### src/rtl/sw_debounce_pkg.sv
// Shared types and constants for the slide-switch debounce bank.
// State encoding is chosen so bit 1 equals the accepted level while settled.
package sw_debounce_pkg;

  localparam int NUM_SW        = 8;
  localparam int DB_CYCLES_DEF = 250000;

  typedef enum logic [1:0] {
    ST_LO      = 2'b00,
    ST_WAIT_HI = 2'b01,
    ST_HI      = 2'b11,
    ST_WAIT_LO = 2'b10
  } db_state_e;

  // Counter width for a debounce window; never below one bit.
  function automatic int cnt_width(input int n);
    return ($clog2(n) < 1) ? 1 : $clog2(n);
  endfunction

endpackage

### src/rtl/sw_debounce_bank_if.sv
// Switch bundle between the board pins and the game FSM: raw pins in, clean levels and pulses out.
// The debounce bank takes the slave side; the consumer (or bench) takes the master side.
interface sw_debounce_bank_if
  import sw_debounce_pkg::*;
#(
  parameter int N_SW = NUM_SW
);

  logic [N_SW-1:0] sw_in;
  logic [N_SW-1:0] sw_level;
  logic [N_SW-1:0] sw_rise;
  logic [N_SW-1:0] sw_fall;
  logic            sw_any_edge;

  modport master (
    output sw_in,
    input  sw_level,
    input  sw_rise,
    input  sw_fall,
    input  sw_any_edge
  );

  modport slave (
    input  sw_in,
    output sw_level,
    output sw_rise,
    output sw_fall,
    output sw_any_edge
  );

endinterface

### src/rtl/sw_debounce_ch.sv
// One switch channel: 2-FF synchronizer, counter debouncer FSM, registered edge pulses.
// A level held from sampling edge k is accepted at edge k+DB_CYCLES+2; no backpressure.
module sw_debounce_ch
  import sw_debounce_pkg::*;
#(
  parameter int DB_CYCLES = DB_CYCLES_DEF
) (
  input  logic clk,
  input  logic rst,
  input  logic sw_in,
  output logic level,
  output logic rise,
  output logic fall
);

  localparam int             CW       = cnt_width(DB_CYCLES);
  localparam logic [CW-1:0]  CNT_LAST = CW'(DB_CYCLES - 1);

  logic          sync1_q, sync1_d;
  logic          sync2_q, sync2_d;
  db_state_e     state_q, state_d;
  logic [CW-1:0] cnt_q, cnt_d;
  logic          level_q, level_d;
  logic          rise_q, rise_d;
  logic          fall_q, fall_d;

  always_ff @(posedge clk or posedge rst) begin
    if (rst) begin
      sync1_q <= 1'b0;
      sync2_q <= 1'b0;
      state_q <= ST_LO;
      cnt_q   <= '0;
      level_q <= 1'b0;
      rise_q  <= 1'b0;
      fall_q  <= 1'b0;
    end else begin
      sync1_q <= sync1_d;
      sync2_q <= sync2_d;
      state_q <= state_d;
      cnt_q   <= cnt_d;
      level_q <= level_d;
      rise_q  <= rise_d;
      fall_q  <= fall_d;
    end
  end

  // Only the second synchronizer stage is allowed to steer the FSM.
  always_comb begin
    sync1_d = sw_in;
    sync2_d = sync1_q;
    state_d = state_q;
    cnt_d   = cnt_q;
    level_d = level_q;
    rise_d  = 1'b0;
    fall_d  = 1'b0;

    case (state_q)
      ST_LO: begin
        if (sync2_q) begin
          state_d = ST_WAIT_HI;
          cnt_d   = '0;
        end
      end
      ST_WAIT_HI: begin
        if (!sync2_q) begin
          state_d = ST_LO;
        end else if (cnt_q == CNT_LAST) begin
          state_d = ST_HI;
          level_d = 1'b1;
          rise_d  = 1'b1;
        end else begin
          cnt_d = cnt_q + CW'(1);
        end
      end
      ST_HI: begin
        if (!sync2_q) begin
          state_d = ST_WAIT_LO;
          cnt_d   = '0;
        end
      end
      ST_WAIT_LO: begin
        if (sync2_q) begin
          state_d = ST_HI;
        end else if (cnt_q == CNT_LAST) begin
          state_d = ST_LO;
          level_d = 1'b0;
          fall_d  = 1'b1;
        end else begin
          cnt_d = cnt_q + CW'(1);
        end
      end
      default: begin
        state_d = ST_LO;
        cnt_d   = '0;
      end
    endcase
  end

  assign level = level_q;
  assign rise  = rise_q;
  assign fall  = fall_q;

endmodule

### src/rtl/sw_debounce_bank.sv
// Bank of N_SW independent debounce channels plus a registered any-edge flag.
// Levels/pulses land DB_CYCLES+2 edges after a stable input; sw_any_edge trails the pulses by one cycle.
module sw_debounce_bank
  import sw_debounce_pkg::*;
#(
  parameter int N_SW      = NUM_SW,
  parameter int DB_CYCLES = DB_CYCLES_DEF
) (
  input logic               clk,
  input logic               rst,
  sw_debounce_bank_if.slave bus
);

  logic [N_SW-1:0] level_w;
  logic [N_SW-1:0] rise_w;
  logic [N_SW-1:0] fall_w;
  logic            any_edge_q, any_edge_d;

  for (genvar i = 0; i < N_SW; i++) begin : g_ch
    sw_debounce_ch #(
      .DB_CYCLES(DB_CYCLES)
    ) u_ch (
      .clk  (clk),
      .rst  (rst),
      .sw_in(bus.sw_in[i]),
      .level(level_w[i]),
      .rise (rise_w[i]),
      .fall (fall_w[i])
    );
  end

  always_comb begin
    any_edge_d = |(rise_w | fall_w);
  end

  always_ff @(posedge clk or posedge rst) begin
    if (rst) begin
      any_edge_q <= 1'b0;
    end else begin
      any_edge_q <= any_edge_d;
    end
  end

  assign bus.sw_level    = level_w;
  assign bus.sw_rise     = rise_w;
  assign bus.sw_fall     = fall_w;
  assign bus.sw_any_edge = any_edge_q;

endmodule

### src/flat_wrapper.sv
// flat-port wrapper written by rule: the top's interface ports become plain ports
module sw_debounce_bank_flat import sw_debounce_pkg::*;
#(
  parameter int N_SW      = NUM_SW,
  parameter int DB_CYCLES = DB_CYCLES_DEF
)
  (clk, rst, bus_sw_in, bus_sw_level, bus_sw_rise, bus_sw_fall, bus_sw_any_edge);
  sw_debounce_bank_if #(.N_SW(N_SW)) bus_i ();
  input logic clk;
  input logic rst;
  input wire logic [$bits(bus_i.sw_in)-1:0] bus_sw_in;
  output wire logic [$bits(bus_i.sw_level)-1:0] bus_sw_level;
  output wire logic [$bits(bus_i.sw_rise)-1:0] bus_sw_rise;
  output wire logic [$bits(bus_i.sw_fall)-1:0] bus_sw_fall;
  output wire logic [$bits(bus_i.sw_any_edge)-1:0] bus_sw_any_edge;
  assign bus_i.sw_in = bus_sw_in;
  assign bus_sw_level = bus_i.sw_level;
  assign bus_sw_rise = bus_i.sw_rise;
  assign bus_sw_fall = bus_i.sw_fall;
  assign bus_sw_any_edge = bus_i.sw_any_edge;
  sw_debounce_bank #(.N_SW(N_SW), .DB_CYCLES(DB_CYCLES)) u_core (.clk(clk), .rst(rst), .bus(bus_i));
endmodule
### config.mk
export PLATFORM = sky130hd
export DESIGN_NAME = sw_debounce_bank_flat
export DESIGN_NICKNAME = d
export VERILOG_FILES = /design/src/rtl/sw_debounce_pkg.sv /design/src/rtl/sw_debounce_bank_if.sv /design/src/rtl/sw_debounce_ch.sv /design/src/rtl/sw_debounce_bank.sv /design/src/flat_wrapper.sv
export SDC_FILE = /design/constraint.sdc
export NUM_CORES = 1
export LEC_CHECK = 0
export CAP_MARGIN = 10
export CELL_PAD_IN_SITES_DETAIL_PLACEMENT = 0
export CELL_PAD_IN_SITES_GLOBAL_PLACEMENT = 1
export CORE_UTILIZATION = 25
export CTS_CLUSTER_SIZE = 14
export DETAILED_ROUTE_END_ITERATION = 8
export DONT_BUFFER_PORTS = 1
export PLACE_DENSITY_LB_ADDON = 0.08
export RECOVER_POWER = 25
export SLEW_MARGIN = 30
export SYNTH_ARGS = -nofsm -noshare
export SYNTH_HDL_FRONTEND = slang
export SYNTH_HIERARCHICAL = 1
export SYNTH_SLANG_ARGS = --single-unit
### constraint.sdc
create_clock -name clk -period 2.3 [get_ports clk]
set_input_delay 0.345 -clock clk [delete_from_list [all_inputs] [get_ports clk]]
set_output_delay 0.345 -clock clk [all_outputs]
set_load 0.05 [all_outputs]
==> key figures, run 1 <==
Status
  • Result of the run: finished with violations
  • Violated checks: capacitance limit, slew limit

Clock tree
  • Post-CTS clock slew at the launch and capture registers of the worst setup and hold paths: 0.06 ns
  • Deepest clock path buffer count: 3
  • Count of clock tree sinks: 201
  • TritonCTS clock tree: yes
  • # H-tree levels: 1
  • Latest clock arrival within the worst-skew pair: 0.56 ns
  • TritonCTS Buffers: 28
  • CTS root buffer: sky130_fd_sc_hd__clkbuf_16

Worst setup path
  • Data arrival time of the critical path: 2.59 ns
  • Worst setup SP type: flip-flop
  • Highest fanout seen on the critical path: 5
  • CP Class: flip-flop to flip-flop
  • Endpoint type of the worst setup path: flip-flop
  • Required time at the endpoint of the critical path: 2.73 ns

Final layout
  • Ratio of cells with drive above 1 in the final layout: 0.166
  • Fill cell instance count of the final layout: 4,995
  • Antenna Cells: 0
  • Area growth, synth to finish: 19.0%
  • Layout net count: 1,445
  • Post-route insts no fill: 2,026

Die
  • Chip Height: 223 um
  • Starting density of the core: 0.255
  • Die Footprint: 49,900 um^2
  • Number of top-level pins: 35
  • Row Count: 80
  • Core region area: 48,000 um^2
  • Die Wd: 223 um

STA
  • Post-route minimum period: 2.16 ns
  • Final Slew Violations: 26
  • Transition time at the pin with the least slew margin: 1.51 ns
  • Normalized max-slew margin: -0.00603
  • Setup violators final: 0
  • Endpoints failing hold: 0
  • Final setup TNS: 0 ns
  • Highest clock frequency the design can meet: 0.463 GHz
  • Tcrit/Tclk final: 0.939
  • Max Clock Skew: 0.0145 ns
  • RSZ-0062 raised after global routing: false

Global route
  • Maximum number of pins on one net before global-route repair: 26
  • Global-route usage over all layers: 0.142
  • Leftover overflow at the end of global routing: 0
  • Wire length of the first global-routing pass: 57,600 um
  • Number of global-route vias before repair: 10,191
  • Global routing met1 resource utilization: 0.194
  • Global routing met3 resource utilization: 0.0253
  • Met2 track demand over resource: 0.232
  • Grt peak-use layer: met2
  • Number of antenna violations at the first check in global routing: 0

Drt
  • Routed WL: 34,600 um
  • Number of DRC markers after the initial detailed-route iteration: 516
  • Antenna Violating Nets Remaining: 0
  • WL/cell: 17.1 um
  • Number of iterations in the first detailed-routing pass: 5
  • Drt via density: 4.98
  • Total via count after detailed routing: 10,090
  • Post-route DRC: 0

Logic synthesis
  • Biggest area contributors in the synthesized netlist: sky130_fd_sc_hd__dfrtp_1, sky130_fd_sc_hd__nand2_1, sky130_fd_sc_hd__ha_1
  • Total nets after synthesis: 1,383
  • Most frequent cells after synthesis: sky130_fd_sc_hd__nand2_1, sky130_fd_sc_hd__dfrtp_1, sky130_fd_sc_hd__inv_1
  • Total of warnings raised by yosys: 6
  • Synthesized flop and latch total: 201
  • Number of distinct library cells after synthesis: 74
  • Most frequent cell after synthesis: sky130_fd_sc_hd__nand2_1
  • Cell type contributing the most total cell area after synthesis: sky130_fd_sc_hd__dfrtp_1
  • Portion of synthesized cell area occupied by the leading cell type: 0.410
  • Post-Syn Instances: 1,327
  • Post-Synthesis Mean Instance Area: 9.23 um^2
  • Main flop type after synthesis: sky130_fd_sc_hd__dfrtp_1
  • Summed instance area of the synthesized netlist: 12,300 um^2
  • Synth async-reset ratio: 1.00
  • Post-synthesis sequential area ratio: 0.410
  • Number of flops mapped to enable cells by yosys: 0

Power
  • Final total power: 15.1 mW
  • Power Internal: 9.40 mW
  • Logic gate share of total power: 0.379
  • Total power divided by cell area: 1030 nW/um^2
  • Sequential group share of total power: 0.287
  • Power spent charging and discharging nets: 5.68 mW
  • Switching share of power: 0.377
  • Leak pwr: 6.13 nW
  • Part of the total power dissipated in the clock network: 0.333
  • Peak supply drop: 490 uV

Run
  • Max-cap violation count: 1

Placed design
  • Last weighted congestion value of the routability-driven placer: 0.771
  • DPL Wire Length: 24,400 um
  • Buffers on Ports: 0
  • Post-placement cell count: 1,965

Hold path
  • Worst hold-check path type: flip-flop to flip-flop
## final timing paths
kind | from | endpoint | slack [ns] | depth (start not counted)
setup / recovery | u_core/g_ch[4].u_ch/cnt_q[0] | u_core/g_ch[4].u_ch/state_q[1] | 0.14 | 6
hold / removal | u_core/g_ch[4].u_ch/sync1_q | u_core/g_ch[4].u_ch/sync2_q | 0.34 | 0
setup reg to reg | u_core/g_ch[4].u_ch/cnt_q[0] | u_core/g_ch[4].u_ch/state_q[1] | 0.14 | 6
hold reg to reg | u_core/g_ch[4].u_ch/sync1_q | u_core/g_ch[4].u_ch/sync2_q | 0.34 | 0
max in group asynchronous | rst | u_core/g_ch[2].u_ch/cnt_q[7] | 0.34 | 3
min in group asynchronous | rst | u_core/bus.sw_any_edge | 0.36 | 2
## layout make-up
class / instances / area [um^2] / share of cell area
Multi-Input combinational cell: 980 / 6630 / 0.455
Sequential cell: 201 / 5030 / 0.345
Clock buffer: 40 / 837 / 0.0574
Timing Repair Buffer: 103 / 797 / 0.0546
Tap cell: 615 / 769 / 0.0528
Inverter: 75 / 282 / 0.0193
Clock inverter: 12 / 235 / 0.0161
## worst max-delay path, cell delays in order (launching register included)
cell	delay (ns)
sky130_fd_sc_hd__dfrtp_1	0.38
sky130_fd_sc_hd__ha_1	0.23
sky130_fd_sc_hd__nand3_1	0.11
sky130_fd_sc_hd__or4_4	0.55
sky130_fd_sc_hd__nor4_4	0.29
sky130_fd_sc_hd__o21ai_1	0.16
sky130_fd_sc_hd__mux2_1	0.32
## state kept, by name (all words and copies together), names as in the netlist
| name | cells |
|---|---|
| u_core/g_ch.u_ch/sync1_q | 8 |
| u_core/g_ch.u_ch/sync2_q | 8 |
| u_core/g_ch.u_ch/fall | 8 |
| u_core/g_ch.u_ch/rise | 8 |
| u_core/g_ch.u_ch/cnt_q | 144 |
| u_core/bus.sw_any_edge | 1 |
| u_core/g_ch.u_ch/level | 8 |
| u_core/g_ch.u_ch/state_q | 16 |
## cells in the final DEF, fill, tap and decap left out, types with 9 or more instances in the layout
cell type	instances
sky130_fd_sc_hd__nand2_1	211
sky130_fd_sc_hd__dfrtp_1	201
sky130_fd_sc_hd__buf_4	89
sky130_fd_sc_hd__inv_1	75
sky130_fd_sc_hd__a21oi_1	65
sky130_fd_sc_hd__nand3_1	61
sky130_fd_sc_hd__o21ai_0	50
sky130_fd_sc_hd__ha_1	46
sky130_fd_sc_hd__nor4_1	37
sky130_fd_sc_hd__mux2i_1	36
sky130_fd_sc_hd__nand4_1	33
sky130_fd_sc_hd__nor2_1	31
sky130_fd_sc_hd__clkbuf_16	29
sky130_fd_sc_hd__o31ai_1	28
sky130_fd_sc_hd__a31oi_1	27
sky130_fd_sc_hd__o211ai_1	21
sky130_fd_sc_hd__a21o_1	21
sky130_fd_sc_hd__or2_2	20
sky130_fd_sc_hd__nor3_1	19
sky130_fd_sc_hd__or4_1	19
sky130_fd_sc_hd__and3_1	18
sky130_fd_sc_hd__o21ai_1	16
sky130_fd_sc_hd__or4_4	14
sky130_fd_sc_hd__or3_1	14
sky130_fd_sc_hd__o31ai_2	13
sky130_fd_sc_hd__nor4b_1	13
sky130_fd_sc_hd__a22o_1	12
sky130_fd_sc_hd__o41ai_1	11
sky130_fd_sc_hd__a211o_1	10
sky130_fd_sc_hd__nand4b_1	9
sky130_fd_sc_hd__dlygate4sd3_1	9
## per-layer routing
metal | vias to the layer above | wire length (um)
met4 | 0 | 685
met2 | 103 | 16000
met3 | 37 | 1150
met5 | - | 0
met1 | 4897 | 16700
li1 | 5053 | -
## power by group through the flow
stage	Sequential, mW	Combinational, mW	Clock, mW
6_report	4.33	5.72	5.03
5_1_grt	4.39	6.45	5.37
4_1_cts	4.33	5.80	5.27
3_5_place_dp	4.39	5.76	0
3_3_place_gp	4.39	5.82	0
2_1_floorplan	4.28	3.89	0
## kinds of logic after synthesis
family | after synthesis | synth area share
AO/OA/AOI/OAI | 314 | 0.181
adder cells (fa/ha/maj) | 46 | 0.0470
buffers and inverters | 146 | 0.0483
flip-flops | 201 | 0.410
multiplexers | 50 | 0.0426
AND/OR/NAND/NOR | 570 | 0.271
## through the flow
| step | setup WS, ns | hold slack [ns] | instance area (um^2) | utilization |
|---|---|---|---|---|
| floorplan | 0.227 | 0.0737 | 12300 | - |
| global placement | 0.188 | 0.0761 | 13400 | 0.280 |
| detailed placement | 0.120 | 0.0776 | 13400 | 0.280 |
| CTS | 0.120 | 0.307 | 14600 | 0.304 |
| global route | 0.00468 | 0.313 | 14600 | 0.304 |
| finish | 0.140 | 0.344 | 14600 | 0.304 |
## timing repair
action                    CTS  global route
buffers inserted            0             0
hold endpoints to repair  209             0
resized for setup           0             0
hold buffers                9             0
(Power assumes the default switching activity.)
==> run 2, diff against run 1 <==
RECOVER_POWER = 50   (was 25)
SLEW_MARGIN = 20   (was 30)
clock period = 1.77 ns   (was 2.3 ns; I/O delays follow)
==> key figures, run 2 (synthesis results as in run 1) <==
Status
  • Result of the run: finished with violations
  • Violated checks: setup timing

Global route
  • Number of global-route vias before repair: 11,717 (+15%)
  • Wire length of the first global-routing pass: 63,900 um (+11%)
  • Global-route usage over all layers: 0.157 (+0.0155)
  • Leftover overflow at the end of global routing: 0 (unchanged)
  • Maximum number of pins on one net before global-route repair: 26 (unchanged)
  • Number of antenna violations at the first check in global routing: 1 (+1)

Worst setup path
  • Highest fanout seen on the critical path: 3 (-2)
  • Most common cell on crit path: sky130_fd_sc_hd__or4_4
  • Data arrival time of the critical path: 2.40 ns (-0.19 ns)
  • Required time at the endpoint of the critical path: 2.21 ns (-0.52 ns)
  • Worst setup SP type: flip-flop
  • CP max stage delay: 0.47 ns (-0.08 ns)
  • Cell-by-cell listing of the critical path: ha_4, nand3_4, or4_4, or4_4, o31ai_2, a21oi_1
  • CP Class: flip-flop to flip-flop
  • Master of the slowest instance on the critical path: sky130_fd_sc_hd__or4_4
  • Endpoint type of the worst setup path: flip-flop

Drt
  • Antenna Violating Nets Remaining: 0 (unchanged)
  • Post-route DRC: 0 (unchanged)
  • Number of DRC markers after the initial detailed-route iteration: 565 (+9.5%)
  • Number of iterations in the first detailed-routing pass: 5 (unchanged)
  • Total via count after detailed routing: 11,687 (+16%)
  • WL/cell: 16.5 um (-3.6%)
  • Routed WL: 39,300 um (+14%)
  • Drt via density: 4.90 (-1.7%)

Placed design
  • Last weighted congestion value of the routability-driven placer: 0.781 (+1.4%)
  • DPL Wire Length: 27,000 um (+11%)
  • Cell Area, Placed: 15,800 um^2 (+18%)
  • Pre-CTS setup slack: -0.216 ns (-0.336 ns)
  • Buffers on Ports: 0 (unchanged)

Power
  • Leak pwr: 8.42 nW (+37%)
  • Total power divided by cell area: 1260 nW/um^2 (+22%)
  • Peak supply drop: 918 uV (+87%)

Clock tree
  • TritonCTS Buffers: 28 (unchanged)
  • TritonCTS clock tree: yes
  • Count of clock tree sinks: 201 (unchanged)
  • Latest clock arrival within the worst-skew pair: 0.56 ns (about the same)
  • Deepest clock path buffer count: 3 (unchanged)
  • # H-tree levels: 1 (unchanged)
  • CTS root buffer: sky130_fd_sc_hd__clkbuf_16
  • Post-CTS clock slew at the launch and capture registers of the worst setup and hold paths: 0.05 ns (about the same)

STA
  • Final Slew Violations: 0 (-100%)
  • Highest clock frequency the design can meet: 0.510 GHz (+10%)
  • Setup violators final: 107 (+107)
  • Post-layout worst setup margin: -0.190 ns (-0.330 ns)
  • RSZ-0062 raised after global routing: true
  • Tcrit/Tclk final: 1.11 (+0.168)
  • Post-route minimum period: 1.96 ns (-0.200 ns)
  • Normalized max-slew margin: 0.515 (+0.521)
  • Max Clock Skew: 0.00842 ns (-0.00605 ns)
  • Transition time at the pin with the least slew margin: 0.727 ns (-0.782 ns)
  • Endpoints failing hold: 0 (unchanged)

Final layout
  • Leading cell types in the layout, fill and taps excluded: sky130_fd_sc_hd__buf_4, sky130_fd_sc_hd__dfrtp_1, sky130_fd_sc_hd__nand2_1, sky130_fd_sc_hd__buf_6, sky130_fd_sc_hd__inv_1
  • Post-route cell area: 19,300 um^2 (+32%)
  • Area growth, synth to finish: 57.3%
  • Layout net count: 1,810 (+25%)
  • Fill cell instance count of the final layout: 4,750 (-4.9%)
  • Commonest non-fill, non-tap cell in the layout: sky130_fd_sc_hd__buf_4
  • Ratio of cells with drive above 1 in the final layout: 0.475 (+0.309)
  • Flip-flop count of the largest register after layout: 144 (unchanged)
  • Largest registers: u_core/g_ch.u_ch/cnt_q: 144 flops, u_core/g_ch.u_ch/state_q: 16 flops
  • Most flops, register: u_core/g_ch.u_ch/cnt_q
  • Antenna Cells: 0 (unchanged)

Die
  • Core region area: 48,000 um^2 (unchanged)
  • Chip Height: 223 um (unchanged)
  • Number of top-level pins: 35 (unchanged)
  • Row Count: 80 (unchanged)
  • Die Wd: 223 um (unchanged)
  • Die Footprint: 49,900 um^2 (unchanged)
  • Starting density of the core: 0.255 (unchanged)

Run
  • Max-cap violation count: 0 (-1)

Hold path
  • Worst hold-check path type: input pin to flip-flop
run 2: per-layer routing:
layer	wire, um	GRT usage	part of all wire	vias to the layer above
li1	-	-	-	5786
met4	735	0.0334	0.019	2
met2	18700	0.261	0.48	108
met5	13	0	0.00033	-
met3	937	0.0205	0.024	46
met1	18900	0.218	0.48	5745
run 2: worst paths after layout:
check                           cells after the start                          from                            to  slack [ns]
worst max-delay path                                6  u_core/g_ch[3].u_ch/cnt_q[1]     u_core/g_ch[3].u_ch/level       -0.19
worst min-delay path                                1                  bus_sw_in[4]   u_core/g_ch[4].u_ch/sync1_q        0.27
worst max register to register                      6  u_core/g_ch[3].u_ch/cnt_q[1]     u_core/g_ch[3].u_ch/level       -0.19
worst min register to register                      0   u_core/g_ch[2].u_ch/sync1_q   u_core/g_ch[2].u_ch/sync2_q        0.34
max in group asynchronous                           3                           rst  u_core/g_ch[0].u_ch/cnt_q[4]        0.55
min in group asynchronous                           2                           rst        u_core/bus.sw_any_edge        0.30
run 2: through the flow:
step                setup TNS, ns  hold WS, ns  utilization  std cells  power, mW
floorplan                   -3.72     -0.00579            -       1327       11.1
global placement           -11.08     -0.00309        0.329       2249       15.2
detailed placement         -13.27     -0.00202        0.329       2249       15.3
CTS                         -7.46        0.232        0.380       2359       23.5
global route               -18.28        0.249        0.401       2387       25.9
finish                      -7.79        0.266        0.401       2387       24.3
run 2: cell type report:
class | instances | area (um^2) | share of cell area
Timing Repair Buffer | 468 | 3890 | 0.202
Sequential cell | 201 | 5040 | 0.261
Inverter | 75 | 282 | 0.0146
Tap cell | 615 | 769 | 0.0399
Clock inverter | 12 | 160 | 0.00831
Clock buffer | 36 | 782 | 0.0406
Multi-Input combinational cell | 980 | 8350 | 0.434
run 2: worst max-delay path, delay by kind of cell (launching register included):
kind                       cells  cell delay, ns
DFF                            1            0.39
adders and majority gates      1            0.18
and+or+nand+nor                3            0.99
AOI/OAI and AO/OA              2            0.28
run 2: power breakdown:
part           internal (mW)  switching, mW  leakage, nW
Sequential              5.09          0.530         2.71
Combinational           6.38           6.45         5.24
Clock                   3.66           2.24        0.471
run 2: what timing repair did:
action,in CTS,in global routing
pin swaps,93,100
gates resized for setup,223,191
endpoints found under the setup margin,156,175
gates cloned,6,1
buffers inserted,52,38
endpoints found under the hold margin,209,0
hold buffers,9,0
